File: src/rtl/div_unit.sv
// -----------------------------------------------------------------------------
// div_unit -- iterative radix-2 restoring divider for the execute stage.
// Implements DIV / DIVU / REM / REMU. One quotient bit is produced per cycle,
// so a normal divide occupies the unit for WIDTH cycles after the request.
// Divide-by-zero and signed overflow are resolved in the request cycle.
//
// Ports:
//   clk        in   clock, all state updates on the rising edge
//   reset      in   synchronous active-high reset, aborts any operation
//   start      in   divide request (held while the instruction sits in EX)
//   is_signed  in   1: DIV/REM, 0: DIVU/REMU (sampled with start)
//   want_rem   in   1: remainder, 0: quotient (sampled with start)
//   a, b       in   dividend / divisor (sampled with start)
//   stall      out  freezes upstream pipeline registers (combinational)
//   busy       out  high while iterating
//   done       out  one-cycle pulse, result valid
//   result     out  quotient or remainder, held until replaced or reset
// -----------------------------------------------------------------------------
module div_unit #(
   parameter int WIDTH = 32
) (
   input  logic             clk,
   input  logic             reset,
   input  logic             start,
   input  logic             is_signed,
   input  logic             want_rem,
   input  logic [WIDTH-1:0] a,
   input  logic [WIDTH-1:0] b,
   output logic             stall,
   output logic             busy,
   output logic             done,
   output logic [WIDTH-1:0] result
);

   localparam int CNT_W = (WIDTH > 1) ? $clog2(WIDTH) : 1;

   typedef enum logic [1:0] {S_IDLE, S_RUN, S_DONE} state_t;

   state_t             state_q;
   logic [CNT_W-1:0]   cnt_q;
   logic [WIDTH-1:0]   quo_q;      // dividend magnitude shifting out, quotient shifting in
   logic [WIDTH-1:0]   rem_q;      // partial remainder
   logic [WIDTH-1:0]   dvs_q;      // divisor magnitude
   logic               neg_quo_q;
   logic               neg_rem_q;
   logic               want_rem_q;
   logic               busy_q;
   logic               done_q;
   logic [WIDTH-1:0]   result_q;

   // Two's-complement negate when neg is set (used for magnitudes and final sign fix-up)
   function automatic logic [WIDTH-1:0] cond_neg(input logic [WIDTH-1:0] v, input logic neg);
      return neg ? (~v + 1'b1) : v;
   endfunction

   // Request decode
   logic             a_neg, b_neg, div_zero, sgn_ovf;
   logic [WIDTH-1:0] special_res;

   always_comb begin
      a_neg    = is_signed & a[WIDTH-1];
      b_neg    = is_signed & b[WIDTH-1];
      div_zero = (b == '0);
      sgn_ovf  = is_signed & (a == {1'b1, {(WIDTH-1){1'b0}}}) & (&b);
      if (div_zero)
         special_res = want_rem ? a : '1;
      else
         special_res = want_rem ? '0 : a;
   end

   // One restoring step: shift in the next dividend bit, subtract if it fits
   logic [WIDTH:0]   rem_w, diff_w;
   logic [WIDTH-1:0] rem_d, quo_d, fin_d;

   always_comb begin
      rem_w  = {rem_q, quo_q[WIDTH-1]};
      diff_w = rem_w - {1'b0, dvs_q};
      rem_d  = diff_w[WIDTH] ? rem_w[WIDTH-1:0] : diff_w[WIDTH-1:0];
      quo_d  = {quo_q[WIDTH-2:0], ~diff_w[WIDTH]};
      fin_d  = want_rem_q ? cond_neg(rem_d, neg_rem_q) : cond_neg(quo_d, neg_quo_q);
   end

   always_ff @(posedge clk) begin
      if (reset) begin
         state_q  <= S_IDLE;
         cnt_q    <= '0;
         busy_q   <= 1'b0;
         done_q   <= 1'b0;
         result_q <= '0;
      end else begin
         case (state_q)
            S_IDLE: begin
               done_q <= 1'b0;
               if (start) begin
                  want_rem_q <= want_rem;
                  neg_quo_q  <= a_neg ^ b_neg;
                  neg_rem_q  <= a_neg;
                  if (div_zero || sgn_ovf) begin
                     result_q <= special_res;
                     done_q   <= 1'b1;
                     state_q  <= S_DONE;
                  end else begin
                     quo_q   <= cond_neg(a, a_neg);
                     dvs_q   <= cond_neg(b, b_neg);
                     rem_q   <= '0;
                     cnt_q   <= '0;
                     busy_q  <= 1'b1;
                     state_q <= S_RUN;
                  end
               end
            end
            S_RUN: begin
               quo_q <= quo_d;
               rem_q <= rem_d;
               cnt_q <= cnt_q + 1'b1;
               if (cnt_q == CNT_W'(WIDTH-1)) begin
                  result_q <= fin_d;
                  done_q   <= 1'b1;
                  busy_q   <= 1'b0;
                  state_q  <= S_DONE;
               end
            end
            S_DONE: begin
               // start is still asserted by the same instruction here; ignore it
               done_q  <= 1'b0;
               state_q <= S_IDLE;
            end
            default: begin
               done_q  <= 1'b0;
               busy_q  <= 1'b0;
               state_q <= S_IDLE;
            end
         endcase
      end
   end

   assign stall  = ((state_q == S_IDLE) && start) || (state_q == S_RUN);
   assign busy   = busy_q;
   assign done   = done_q;
   assign result = result_q;

endmodule

File: config.mk
export PLATFORM = sky130hd
export DESIGN_NAME = div_unit
export DESIGN_NICKNAME = d
export VERILOG_FILES = /design/src/rtl/div_unit.sv
export SDC_FILE = /design/constraint.sdc
export NUM_CORES = 1
export LEC_CHECK = 0
export BUFFER_PORTS_ARGS = -buffer_cell sky130_fd_sc_hd__buf_4
export CAP_MARGIN = 40
export CELL_PAD_IN_SITES_DETAIL_PLACEMENT = 1
export CELL_PAD_IN_SITES_GLOBAL_PLACEMENT = 1
export CORE_MARGIN = 4
export CORE_UTILIZATION = 42
export DETAILED_ROUTE_END_ITERATION = 12
export HOLD_SLACK_MARGIN = 0.08
export MAX_ROUTING_LAYER = met4
export PLACE_DENSITY_LB_ADDON = 0.1
export SYNTH_ARGS = -nofsm -noshare
export SYNTH_HDL_FRONTEND = slang
export SYNTH_SLANG_ARGS = --single-unit
File: constraint.sdc
create_clock -name clk -period 5.47 [get_ports clk]
set_input_delay 1.094 -clock clk [delete_from_list [all_inputs] [get_ports clk]]
set_output_delay 1.094 -clock clk [all_outputs]
set_load 0.005 [all_outputs]
==> metrics.csv <==
metric,value,unit
Worst-path clk slew,0.07,ns
nets,1595,
Max Clk Rate,195,MHz
CTS tree,yes,
CP cell instances,inv_1 > ha_1 > fa_1 > nor2b_2 > o31a_1 > o21ai_1 > a2111oi_4 > o21a_2 > nor2_8 > inv_2 > nor2_1 > a21oi_1 > ha_1 > inv_1 > or4_1 > nor2_1 > a31oi_2 > nor4_2 > o311a_1 > nand3_1 > a311oi_1,
synth warn,0,
DIE AREA,30100,um2
Seq cells post-synth,140,
clk root buf,clkbuf_16,
vias in the first global route,11256,
CTS sink count,140,
DR WL/cell,23.9,um
top-area cell type share of the netlist area,0.258,
DR pass1 iterations,5,
Least-Margin Pin Slew,0.868,ns
detailed-route DRC error count,0,
# IOs,104,
syn avg cell area,8.19,um2
register area share after synthesis,0.329,
Mapped Cells,1405,
die width,174,um
Yosys cell types,87,
hold crit path type,reg2reg,
Finished Cell Area,13300,um2
IO buf count,103,
Setup crit end,result[26],
RR Startpoint,quo_q[31],
Worst Path Buf+Inv,3,
Post-CTS Hold Fix Bufs,0,
setup_tns,0,ns
RD Place Congestion,0.918,
CP max-delay cell,or4_1,
element type at the critical path end,flop,
Final Setup Violations,0,
critical path peak fanout,6,
Max VDD drop,0.246,mV
"worst slack, placed",0.212,ns
starting density of the core,0.427,
GRT overflow,0,
max cap viols,0,
layout cells sized above 1,0.139,
HPWL Detailed,34.1,mm
core box area,27000,um2
# diodes,0,
"commonest cells after routing, fill and taps aside","nor2_1, nand2_1, buf_4",
critical path type,reg2reg,
asr flop ratio synth,0,
Leakage Power,0.00502,uW
Power Density,282,nW/um2
GRT Overall Usage,0.292,
"commonest non-fill, non-tap cell in the layout",nor2_1,
H-tree Lvls,4,
crit-path max cell delay,0.56,ns
minimum clock period,5.14,ns
via count,11476,
critical path launch point type,flop,
antenna violations before repair,0,
Final Hold Fails,0,
Worst path top cell family by delay,compound AO/OA/AOI/OAI gates,
CTS Buffer Depth,2,
final setup skew,0.0181,ns
drt via density,6.24,
R2R cell count,21,
Post-Syn Area,11500,um2
first-pass GRT wire length,67.1,mm
Post-synth top flop,edfxtp_1,
R2R Path End,result[26],
WP data arrival,5.47,ns
"reg-to-reg slack, setup",0.33,ns
Detailed Route Iter0 Violations,1112,
WP depth,21,
Critical Path Source,quo_q[31],
Slew Limit Fails,0,
outcome,completed,
# rows,60,
Tcrit/Tclk final,0.940,
clock latency on the worst-skew pair,0.44,ns
ANT nets after route,0,
fill cell count,3228,
biggest area consumer among synthesized cells,edfxtp_1,
CP required,5.80,ns
largest net degree at the start of global routing,70,
Max-slew headroom,0.421,
"Net Count, Synth",1514,
number of CTS-inserted buffers,17,
Total Wirelength,44.0,mm
area post-placement,12700,um2
"top cells by area, synth","edfxtp_1, dfxtp_1, xnor2_1",
number of synthesized flops with an enable pin,99,
hold_sp,result[9],
Area growth syn-to-layout,15.7,%
Die H,174,um
worst setup margin,0.330,ns
## kinds of logic after synthesis
group,synth area share
muxes,0.0286
buffers and inverters,0.0455
and+or+nand+nor,0.213
AOI/OAI and AO/OA,0.242
adders and majority gates,0.0441
xor gates and xnor gates,0.0974
DFF,0.329
## flip-flops by register name (all words and copies together), names as in the netlist, 2 cells and up
name / cells
cnt_q: 5
result: 32
quo_q: 32
state_q: 2
dvs_q: 32
rem_q: 32
## Yosys cell counts, types with 7 or more instances
master,number
o21a_1,11
o21ai_0,113
mux2i_1,25
nand3b_1,7
or3_1,10
clkbuf_1,54
a21oi_1,97
o211ai_1,18
o31ai_1,32
nand2b_1,11
nor4_1,14
o41ai_1,13
nor2b_1,8
nand4_1,17
nor3_1,44
a311oi_1,9
a211oi_1,17
xnor2_1,74
and2_1,22
a211o_1,8
nor2_1,164
edfxtp_1,99
and3_1,11
dfxtp_1,41
buf_2,9
a21o_1,13
nand3_1,20
a31oi_1,21
or4_1,12
xor2_1,54
or2_2,8
ha_1,39
inv_1,62
o22ai_1,7
nand2_1,131
mux2_2,7
## worst min path at each step
stage | to | slack, ns | depth (start not counted)
floorplan | result[11] | 0.44 | 2
global placement | result[9] | 0.46 | 2
detailed placement | result[9] | 0.47 | 2
CTS | result[9] | 0.48 | 2
global route | result[17] | 0.51 | 2
finish | result[9] | 0.48 | 2
## routing by layer
layer  wire length (um)  vias up  share of wire  global-route usage
li1                   -     5352              -                   -
met1              20400     5677           0.46               0.412
met2              20300      409           0.46               0.458
met3               2870       38          0.065              0.0408
met4                510        0          0.012              0.0455
met5                  0        -              0                   -
## stage by stage
step / instances / hold slack (ns) / util / total power, uW
floorplan: 1405 / 0.439 / - / 2090
global placement: 1806 / 0.459 / 0.470 / 2490
detailed placement: 1807 / 0.465 / 0.471 / 2510
CTS: 1839 / 0.478 / 0.493 / 3730
global route: 1840 / 0.508 / 0.494 / 3910
finish: 1840 / 0.478 / 0.494 / 3750
## report_power, final
group          switching [uW]  internal [uW]
Clock                     571            656
Combinational             798            427
Sequential               73.5           1230
## worst reg2reg max path: stages (launching register included)
cell and delay (ns):
edfxtp_1 0.43, inv_1 0.07, ha_1 0.22, fa_1 0.41, nor2b_2 0.19, o31a_1 0.29
o21ai_1 0.20, a2111oi_4 0.42, o21a_2 0.24, nor2_8 0.06, inv_2 0.12, nor2_1 0.05
a21oi_1 0.18, ha_1 0.20, inv_1 0.06, or4_1 0.56, nor2_1 0.20, a31oi_2 0.22
nor4_2 0.39, o311a_1 0.18, nand3_1 0.08, a311oi_1 0.27
## timing repair
item                       4_1_cts  5_1_grt
setup endpoints to repair        0        5
resized for setup                0        7
setup buffers                    0        1
## cell type report
class,count,area (um2),area share
Timing Repair Buffer,131,1020,0.0763
Sequential cell,140,3790,0.285
Tap cell,341,427,0.0320
Clock inverter,15,169,0.0127
Inverter,65,244,0.0183
Clock buffer,17,425,0.0319
Multi-Input combinational cell,1131,7250,0.544
Note: power is estimated with default switching activity, not from simulation.
